### src/rtl/rs232_tx_scheduler_if.sv
// Bundle of producer handshakes, transmitter handshake and status for rs232_tx_scheduler.
interface rs232_tx_scheduler_if #(
  parameter int FIFO_DEPTH_LOG2 = 4
);
  logic                     iReq0Valid;
  logic [7:0]               iReq0Data;
  logic                     oReq0Ready;
  logic                     iReq1Valid;
  logic [7:0]               iReq1Data;
  logic                     oReq1Ready;
  logic                     oTxStart;
  logic [7:0]               oTxData;
  logic                     iTxBusy;
  logic                     iErrClear;
  logic                     oTxErr;
  logic [FIFO_DEPTH_LOG2:0] oFifoCount;
  logic                     oFifoFull;
  logic                     oFifoEmpty;
  logic                     oIdle;

  // Environment side: producers, transmitter and error-clear source.
  modport master (
    output iReq0Valid, iReq0Data, iReq1Valid, iReq1Data, iTxBusy, iErrClear,
    input  oReq0Ready, oReq1Ready, oTxStart, oTxData, oTxErr,
           oFifoCount, oFifoFull, oFifoEmpty, oIdle
  );

  // Scheduler side.
  modport slave (
    input  iReq0Valid, iReq0Data, iReq1Valid, iReq1Data, iTxBusy, iErrClear,
    output oReq0Ready, oReq1Ready, oTxStart, oTxData, oTxErr,
           oFifoCount, oFifoFull, oFifoEmpty, oIdle
  );
endinterface

### src/rtl/rs232_tx_scheduler.sv
// RS232 transmit scheduler: two-producer arbiter, byte FIFO and start/busy sequencer.
//
// state     | meaning
// S_IDLE    | waiting for a queued byte and a quiet transmitter
// S_START   | oTxStart held, waiting for iTxBusy to rise (bounded by START_TIMEOUT)
// S_WAIT_DONE | transmitter busy with the byte, waiting for iTxBusy to fall
module rs232_tx_scheduler #(
  parameter int FIFO_DEPTH_LOG2 = 4,
  parameter int START_TIMEOUT   = 1023
) (
  input  logic                 iCLK,
  input  logic                 Reset,
  rs232_tx_scheduler_if.slave  bus
);
  localparam int DEPTH = 1 << FIFO_DEPTH_LOG2;
  localparam int CNTW  = FIFO_DEPTH_LOG2 + 1;
  localparam int TW    = (START_TIMEOUT < 2) ? 1 : $clog2(START_TIMEOUT + 1);

  typedef enum logic [1:0] {S_IDLE, S_START, S_WAIT_DONE} state_t;

  state_t                     r_state;
  logic [7:0]                 r_mem [DEPTH];
  logic [FIFO_DEPTH_LOG2-1:0] r_wptr;
  logic [FIFO_DEPTH_LOG2-1:0] r_rptr;
  logic [CNTW-1:0]            r_count;
  logic                       r_prio;
  logic                       r_start;
  logic [7:0]                 r_data;
  logic                       r_err;
  logic [TW-1:0]              r_tmo;

  logic       w_full;
  logic       w_empty;
  logic       w_both;
  logic       w_rdy0;
  logic       w_rdy1;
  logic       w_push;
  logic [7:0] w_push_data;
  logic       w_pop;
  state_t     w_state_nxt;
  logic       w_start_nxt;
  logic [TW-1:0] w_tmo_nxt;
  logic       w_err_set;

  assign w_full  = (r_count == CNTW'(DEPTH));
  assign w_empty = (r_count == '0);
  assign w_both  = bus.iReq0Valid & bus.iReq1Valid;

  // Arbiter: full blocks everyone; contention resolved by the rotating priority pointer.
  always_comb begin
    w_rdy0 = 1'b0;
    w_rdy1 = 1'b0;
    if (!w_full) begin
      if (w_both) begin
        w_rdy0 = ~r_prio;
        w_rdy1 = r_prio;
      end else begin
        w_rdy0 = bus.iReq0Valid;
        w_rdy1 = bus.iReq1Valid;
      end
    end
  end

  assign w_push      = (bus.iReq0Valid & w_rdy0) | (bus.iReq1Valid & w_rdy1);
  assign w_push_data = (bus.iReq1Valid & w_rdy1) ? bus.iReq1Data : bus.iReq0Data;

  // Sequencer next state: dispatch from IDLE, bounded start handshake, wait for frame end.
  always_comb begin
    w_state_nxt = r_state;
    w_start_nxt = r_start;
    w_tmo_nxt   = r_tmo;
    w_pop       = 1'b0;
    w_err_set   = 1'b0;
    unique case (r_state)
      S_IDLE: begin
        if (!w_empty && !bus.iTxBusy) begin
          w_pop       = 1'b1;
          w_start_nxt = 1'b1;
          w_tmo_nxt   = '0;
          w_state_nxt = S_START;
        end
      end
      S_START: begin
        if (bus.iTxBusy) begin
          w_start_nxt = 1'b0;
          w_state_nxt = S_WAIT_DONE;
        end else if (r_tmo == TW'(START_TIMEOUT)) begin
          w_start_nxt = 1'b0;
          w_err_set   = 1'b1;
          w_state_nxt = S_IDLE;
        end else begin
          w_tmo_nxt = r_tmo + TW'(1);
        end
      end
      S_WAIT_DONE: begin
        if (!bus.iTxBusy) w_state_nxt = S_IDLE;
      end
      default: w_state_nxt = S_IDLE;
    endcase
  end

  // Sequencer state register and registered transmitter outputs; timeout error is sticky.
  always_ff @(posedge iCLK) begin
    if (Reset) begin
      r_state <= S_IDLE;
      r_start <= 1'b0;
      r_data  <= 8'h00;
      r_tmo   <= '0;
      r_err   <= 1'b0;
    end else begin
      r_state <= w_state_nxt;
      r_start <= w_start_nxt;
      r_tmo   <= w_tmo_nxt;
      if (w_pop) r_data <= r_mem[r_rptr];
      if (w_err_set)          r_err <= 1'b1;
      else if (bus.iErrClear) r_err <= 1'b0;
    end
  end

  // FIFO pointers, occupancy and arbitration priority.
  always_ff @(posedge iCLK) begin
    if (Reset) begin
      r_wptr  <= '0;
      r_rptr  <= '0;
      r_count <= '0;
      r_prio  <= 1'b0;
    end else begin
      if (w_push) r_wptr <= r_wptr + 1'b1;
      if (w_pop)  r_rptr <= r_rptr + 1'b1;
      if (w_push && !w_pop)      r_count <= r_count + 1'b1;
      else if (!w_push && w_pop) r_count <= r_count - 1'b1;
      if (w_push && w_both) r_prio <= ~r_prio;
    end
  end

  // FIFO storage; contents are don't-care until written, so no reset.
  always_ff @(posedge iCLK) begin
    if (w_push) r_mem[r_wptr] <= w_push_data;
  end

  assign bus.oReq0Ready = w_rdy0;
  assign bus.oReq1Ready = w_rdy1;
  assign bus.oTxStart   = r_start;
  assign bus.oTxData    = r_data;
  assign bus.oTxErr     = r_err;
  assign bus.oFifoCount = r_count;
  assign bus.oFifoFull  = w_full;
  assign bus.oFifoEmpty = w_empty;
  assign bus.oIdle      = (r_state == S_IDLE) & w_empty;
endmodule

### src/flat_wrapper.sv
// flat-port wrapper written by rule: the top's interface ports become plain ports
module rs232_tx_scheduler_flat 
#(
  parameter int FIFO_DEPTH_LOG2 = 4,
  parameter int START_TIMEOUT   = 1023
)
  (iCLK, Reset, bus_iReq0Valid, bus_iReq0Data, bus_iReq1Valid, bus_iReq1Data, bus_iTxBusy, bus_iErrClear, bus_oReq0Ready, bus_oReq1Ready, bus_oTxStart, bus_oTxData, bus_oTxErr, bus_oFifoCount, bus_oFifoFull, bus_oFifoEmpty, bus_oIdle);
  rs232_tx_scheduler_if #(.FIFO_DEPTH_LOG2(FIFO_DEPTH_LOG2)) bus_i ();
  input  logic iCLK;
  input  logic Reset;
  input wire logic [$bits(bus_i.iReq0Valid)-1:0] bus_iReq0Valid;
  input wire logic [$bits(bus_i.iReq0Data)-1:0] bus_iReq0Data;
  input wire logic [$bits(bus_i.iReq1Valid)-1:0] bus_iReq1Valid;
  input wire logic [$bits(bus_i.iReq1Data)-1:0] bus_iReq1Data;
  input wire logic [$bits(bus_i.iTxBusy)-1:0] bus_iTxBusy;
  input wire logic [$bits(bus_i.iErrClear)-1:0] bus_iErrClear;
  output wire logic [$bits(bus_i.oReq0Ready)-1:0] bus_oReq0Ready;
  output wire logic [$bits(bus_i.oReq1Ready)-1:0] bus_oReq1Ready;
  output wire logic [$bits(bus_i.oTxStart)-1:0] bus_oTxStart;
  output wire logic [$bits(bus_i.oTxData)-1:0] bus_oTxData;
  output wire logic [$bits(bus_i.oTxErr)-1:0] bus_oTxErr;
  output wire logic [$bits(bus_i.oFifoCount)-1:0] bus_oFifoCount;
  output wire logic [$bits(bus_i.oFifoFull)-1:0] bus_oFifoFull;
  output wire logic [$bits(bus_i.oFifoEmpty)-1:0] bus_oFifoEmpty;
  output wire logic [$bits(bus_i.oIdle)-1:0] bus_oIdle;
  assign bus_i.iReq0Valid = bus_iReq0Valid;
  assign bus_i.iReq0Data = bus_iReq0Data;
  assign bus_i.iReq1Valid = bus_iReq1Valid;
  assign bus_i.iReq1Data = bus_iReq1Data;
  assign bus_i.iTxBusy = bus_iTxBusy;
  assign bus_i.iErrClear = bus_iErrClear;
  assign bus_oReq0Ready = bus_i.oReq0Ready;
  assign bus_oReq1Ready = bus_i.oReq1Ready;
  assign bus_oTxStart = bus_i.oTxStart;
  assign bus_oTxData = bus_i.oTxData;
  assign bus_oTxErr = bus_i.oTxErr;
  assign bus_oFifoCount = bus_i.oFifoCount;
  assign bus_oFifoFull = bus_i.oFifoFull;
  assign bus_oFifoEmpty = bus_i.oFifoEmpty;
  assign bus_oIdle = bus_i.oIdle;
  rs232_tx_scheduler #(.FIFO_DEPTH_LOG2(FIFO_DEPTH_LOG2), .START_TIMEOUT(START_TIMEOUT)) u_core (.iCLK(iCLK), .Reset(Reset), .bus(bus_i));
endmodule
### config.mk
export PLATFORM = sky130hd
export DESIGN_NAME = rs232_tx_scheduler_flat
export DESIGN_NICKNAME = d
export VERILOG_FILES = /design/src/rtl/rs232_tx_scheduler_if.sv /design/src/rtl/rs232_tx_scheduler.sv /design/src/flat_wrapper.sv
export SDC_FILE = /design/constraint.sdc
export NUM_CORES = 1
export LEC_CHECK = 0
export ABC_AREA = 1
export CAP_MARGIN = 25
export CORE_MARGIN = 2
export CORE_UTILIZATION = 47
export CTS_CLUSTER_DIAMETER = 200
export CTS_CLUSTER_SIZE = 40
export DETAILED_ROUTE_END_ITERATION = 8
export PLACE_DENSITY = 0.65
export SKIP_CTS_REPAIR_TIMING = 1
export SYNTH_ARGS = -nofsm -noshare
export SYNTH_HDL_FRONTEND = slang
export SYNTH_SLANG_ARGS = --single-unit
### constraint.sdc
create_clock -name iCLK -period 3.2 [get_ports iCLK]
set_clock_uncertainty 0.1 [all_clocks]
set_input_delay 0.64 -clock iCLK [delete_from_list [all_inputs] [get_ports iCLK]]
set_output_delay 0.64 -clock iCLK [all_outputs]
set_load 0.005 [all_outputs]
==> impl_metrics.ini, run 1 <==
[yosys]
syn_inst = 805
ys_ff_latch = 164
synthArstFlopShare_pct = 0
synth_edf_count = 128
seq_area_frac_synth_pct = 60.7
yosysMostFrequentCell = nand2_1
synth_top_area_share_pct = 51.2
synth.avg_cell_area_um2 = 9.33
yosys-top-cells-area = edfxtp_1 51%, nand2_1 14%, dfxtp_1 9.6%, nand3_1 6.9%, inv_1 5.1%
synthTopCellsByCount = 277 x nand2_1, 128 x edfxtp_1, 103 x inv_1, 103 x nand3_1, 36 x dfxtp_1
synth_area_leader_cell = edfxtp_1
synth_area_um2 = 7510
synth_warnings = 0
synth_ff_type = edfxtp_1
synthesis.nets = 839
netlist-cell-type-count = 35

[global_route]
grt_start_max_net_pins = 67
antenna_found_initial = 0
track_usage_pct = 20.4
grt_pass1_vias = 4850
grt_pass1_wl_mm = 25.8
grt_overflow = 0

[finish]
nNetsFinal = 902
final_util_pct = 55.9
drive_gt1_share_pct = 10.1
syn2layout_area_growth_pct = 17.4
num_antenna_cells = 0
fillerInstances = 1350

[placed_design]
preCtsSetupSlack_ns = 0.110
post-dp-hpwl_mm = 10.8
gp_congestion = 0.817
port_buffers = 41

[hold_path]
hp-class = register to register
hp-start = u_core.bus.oTxErr$_SDFFE_PP0P_

[detailed_routing]
wl_met3_um = 855
wl_met2_mm = 7.39
wire_per_inst_um = 14.8
drt_first_pass_iters = 5
vias_per_cell = 4.85
dr_total_vias = 5324
wl_mm = 16.2
routedLengthMet1_mm = 7.67
route.detailed.drc = 0
ant_nets = 0
drtIter0Drc = 519
top_layer = met4

[timing]
rsz0062_at_grt = false
setup_viol = 0
hold_viol = 0
period_share_pct = 91.7
worst_pin_slew_ns = 0.729
min_period_ns = 2.93
relSlewSlack_pct = 51.4
slew_viol_final = 0
worst_hold_slack_ns = 0.368
setup_ws_ns = 0.266
fmax_ghz = 0.341
setup_tns_ns = 0

[floorplan]
ios = 42
dieArea_um2 = 17000
start_util_pct = 47.6
num_rows = 46
die_w_um = 130
core-area_um2 = 15800
die_h_um = 130

[power]
powerDensity_nw_per_um2 = 724
finalPower_mw = 6.38
p_leak_nw = 3.79
ir_worst_vdd_v = 0.000418

[setup_path]
crit_required_ns = 2.46
crit_path_start_kind = input port
critPathLaunch = bus_iReq1Valid
arrival_ns = 2.19
criticalPathCategory = input port to output port
r2r_start = u_core.bus.oFifoCount[1]$_SDFFE_PP0P_
crit_fanout = 10
cp-end-kind = output port

[cts]
clk_latency_ns = 0.43
cts_tree = done
cts_made_buffers = 17
ctsHtreeMaxLevel = 4
clkSlewWorstSetupHoldPaths_ns = 0.07
cts_buffer_depth = 2
cts-root-buf = clkbuf_16
numClockSinks = 164

[outcome]
status = finished, final reports clean

[flow_run]
drv_cap = 0
## final cells by class
cell class | count | area (um^2) | area share [%]
tap | 216 | 270 | 3.06
inverter | 113 | 427 | 4.84
timing repair buffer | 73 | 651 | 7.37
clock buffer | 17 | 425 | 4.82
sequential | 164 | 4570 | 51.8
multi-input combinational | 499 | 2340 | 26.6
clock inverter | 15 | 139 | 1.57
## registers in the layout, indices dropped and copies added, names as in the netlist, 2 cells and up
register / cells
u_core.bus.oTxData: 8
u_core.r_state: 2
u_core.r_mem: 128
u_core.bus.oFifoCount: 5
u_core.r_wptr: 4
u_core.r_rptr: 4
u_core.r_tmo: 10
## cell families (layout without fill, tap and decap cells)
family / Yosys count / count (layout) / synth area share, %
AOI/OAI and AO/OA: 51 / 51 / 3.98
adders and majority gates: 12 / 12 / 2.10
buffers and inverters: 142 / 218 / 8.04
DFF: 164 / 164 / 60.7
xor gates and xnor gates: 7 / 7 / 0.816
and+or+nand+nor: 429 / 429 / 24.3
## final timing paths
| check | to | depth (start not counted) | slack (ns) |
|---|---|---|---|
| min | u_core.bus.oTxErr$_SDFFE_PP0P_ | 2 | 0.37 |
| max | bus_oReq1Ready | 5 | 0.27 |
| min reg2reg | u_core.bus.oTxErr$_SDFFE_PP0P_ | 2 | 0.37 |
| max reg2reg | u_core.bus.oFifoCount[4]$_SDFFE_PP0P_ | 12 | 0.83 |
## critical path, cell delays in order
cell	delay, ns
clkdlybuf4s50_1	0.49
a21boi_1	0.26
nand2_4	0.13
inv_2	0.15
clkdlybuf4s50_1	0.52
## power breakdown
part           internal, mW  leakage (nW)  switching [mW]
clock network          1.03         0.276           0.903
logic                 0.661          2.05            1.17
registers              2.51          1.46           0.109
## metal layers
metal  up-vias  track usage [%]
met1      2426             29.4
li1       2721                -
met4         0             8.01
met3        22             3.58
met2       155             31.0
met5         -                0
## layout by cell type, fill, tap and decap left out, types with 10 or more instances in the layout
master           instances
clkdlybuf4s50_1         41
ha_1                    11
edfxtp_1               128
o21ai_0                 10
dfxtp_1                 35
nor2_1                  35
inv_1                  103
a21oi_1                 22
nand2_1                277
buf_4                   32
nand3_1                103
clkbuf_16               17
## stage by stage
step	instance area, um^2	instances
5_1_grt	8820	1097
3_3_place_gp	8260	1065
3_5_place_dp	8260	1065
4_1_cts	8820	1097
2_1_floorplan	7510	805
6_report	8820	1097
Note: power is estimated with default switching activity, not from simulation.
==> inputs of run 2 (changes only) <==
- ABC_AREA: 1 -> 0
==> run 2 against run 1 <==
Compared with the run above: critical path type is now register to output port; via count is 21% lower; hold slack better by 0.0097 ns; sequential cell count stayed put; worst setup slack better by 0.036 ns; critical path depth is 2 lower; largest cell class unchanged; die area is 8.4% lower; critical endpoint is now bus_oIdle; sequential share of layout area is 4.3 points higher; non-clock buffer count is 5 lower; routed wire length is 12% lower; maximum frequency is 1.3% higher; first-iteration DRC count is 24% lower; highest routed layer unchanged.
==> impl_metrics.ini, run 2 <==
[outcome]
status = finished, final reports clean

[yosys]
synth_warnings = 0
synth.avg_cell_area_um2 = 13.8
yosysMostFrequentCell = edfxtp_1
synth.area.mux_share_pct = 11.2
synth_edf_count = 128
synthArstFlopShare_pct = 0
netlist-cell-type-count = 46
ys_ff_latch = 164
syn_inst = 497
synth-compound-area-share_pct = 7.46
seq_area_frac_synth_pct = 66.5
synth_area_um2 = 6860
synth-xor-area-share_pct = 1.40
synthesis.nets = 531
synth_area_leader_cell = edfxtp_1
synth_ff_type = edfxtp_1
synth_top_area_share_pct = 56.0
synthTopCellsByCount = 128 x edfxtp_1, 62 x mux2i_1, 47 x nor2_1
synth_top_family_by_area = multiplexers
yosys-top-cells-area = edfxtp_1 56%, dfxtp_1 11%, mux2i_1 9.0%, o22ai_1 2.7%, nor2_1 2.6%
synthSimpleGateAreaFrac_pct = 8.59
yosys.area_share.adder_pct = 2.30

[placed_design]
port_buffers = 41
gp_congestion = 0.875
preCtsSetupSlack_ns = 0.0671
post-dp-hpwl_mm = 9.42

[hold_path]
hp-class = register to register
hold_depth = 2

[finish]
regMostFlops = u_core.r_mem
syn2layout_area_growth_pct = 18.7
nNetsFinal = 594
drive_gt1_share_pct = 13.8
final_common_cell = edfxtp_1
largest_reg_flops = 128
final_cell_mix = 128 x edfxtp_1, 62 x mux2i_1, 47 x nor2_1, 41 x clkdlybuf4s50_1, 35 x dfxtp_1
num_antenna_cells = 0

[setup_path]
reg2regPathDepth = 11
crit_family = simple AND/OR/NAND/NOR gates
arrival_ns = 2.16
cpPeakStageDelay_ns = 0.59
path_cells = or4_4, nor4_1, clkdlybuf4s50_1
cp-end-kind = output port
crit_required_ns = 2.46
crit_path_start_kind = register
criticalPathCategory = register to output port
r2r_setup_slack_ns = 0.38
crit_fanout = 6
cp.buffers_inverters = 1
crit_slowest_cell = or4_4
path_depth = 3

[global_route]
antenna_found_initial = 0
grt_start_max_net_pins = 28
track_usage_pct = 19.0
grt_pass1_wl_mm = 22.5
grt_pass1_vias = 4060
grt_overflow = 0

[cts]
ctsHtreeMaxLevel = 4
clk_latency_ns = 0.42
cts-root-buf = clkbuf_16
clkSlewWorstSetupHoldPaths_ns = 0.06
cts_tree = done
numClockSinks = 164
cts_made_buffers = 17
cts_buffer_depth = 2

[detailed_routing]
dr_total_vias = 4212
drt_first_pass_iters = 5
wire_per_inst_um = 18.8
route.detailed.drc = 0
ant_nets = 0
drtIter0Drc = 394
wl_mm = 14.2
vias_per_cell = 5.56

[floorplan]
ios = 42
num_rows = 44
core-area_um2 = 14400
die_w_um = 125
dieArea_um2 = 15600
start_util_pct = 47.6
die_h_um = 125

[timing]
setup_ws_ns = 0.303
period_share_pct = 90.5
rsz0062_at_grt = false
hold_viol = 0
worst_pin_slew_ns = 0.860
min_period_ns = 2.90
fmax_ghz = 0.345
relSlewSlack_pct = 42.5
slew_viol_final = 0
setup_tns_ns = 0
setup_viol = 0

[power]
power_frac_clock_pct = 33.1
p_leak_nw = 2.67
powerDensity_nw_per_um2 = 709
ir_worst_vdd_v = 0.000384
p_comb_share_pct = 21.0
p_sw_mw = 1.63
switching_share_pct = 28.1
p_int_mw = 4.15
seqPwrFrac_pct = 45.9

[flow_run]
drv_cap = 0
==> run 2: area by class of cell <==
cell class,count,area (um^2)
Tap cell,184,230
Timing Repair Buffer,68,626
Multi-Input combinational cell,297,2120
Clock buffer,17,425
Clock inverter,15,131
Inverter,12,45.0
Fill cell,1178,6280
Sequential cell,164,4570
==> run 2: path summary, 6_finish.rpt <==
path,startpoint,endpoint
hold reg to reg,u_core.r_tmo[1]$_SDFFE_PP0P_,u_core.r_tmo[1]$_SDFFE_PP0P_
setup reg to reg,u_core.bus.oFifoCount[0]$_SDFFE_PP0P_,u_core.bus.oFifoCount[4]$_SDFFE_PP0P_
setup / recovery,u_core.bus.oFifoCount[0]$_SDFFE_PP0P_,bus_oIdle
hold / removal,u_core.r_tmo[1]$_SDFFE_PP0P_,u_core.r_tmo[1]$_SDFFE_PP0P_
==> run 2: cell families (layout without fill, tap and decap cells) <==
family	count (synthesis)	count (layout)
buffers and inverters	36	112
DFF	164	164
xor gates and xnor gates	11	11
adders and majority gates	12	12
muxes	73	73
AOI/OAI and AO/OA	83	83
and+or+nand+nor	118	118
==> run 2: tightest hold or removal path, stage by stage (launching register included) <==
cell     delay [ns]
dfxtp_1        0.33
nand2_1        0.06
a21oi_1        0.05
==> run 2: routing by layer <==
metal  track usage (%)  up-vias  part of all wire, %
met5                 0        -                    0
met4              6.08        0                  1.4
met3              4.51       13                  5.2
met2              29.6      117                   47
met1              26.7     2072                   46
li1                  -     2010                    -
==> run 2: power groups by stage <==
stage          sequential (mW)  combinational [mW]  clock [mW]
2_1_floorplan             2.65               0.792           0
3_5_place_dp              2.70                1.21           0
5_1_grt                   2.68                1.35        2.03
4_1_cts                   2.66                1.22        1.95
6_report                  2.66                1.21        1.91
3_3_place_gp              2.69                1.19           0
==> run 2: stage by stage <==
step	total power, mW	instances	util, %	cell area (um^2)	hold slack [ns]
floorplan	3.44	497	-	6860	0.344
CTS	5.83	757	56.5	8150	0.374
finish	5.78	757	56.5	8150	0.378
global placement	3.88	725	52.6	7590	0.357
detailed placement	3.91	725	52.6	7590	0.366
global route	6.05	757	56.5	8150	0.406
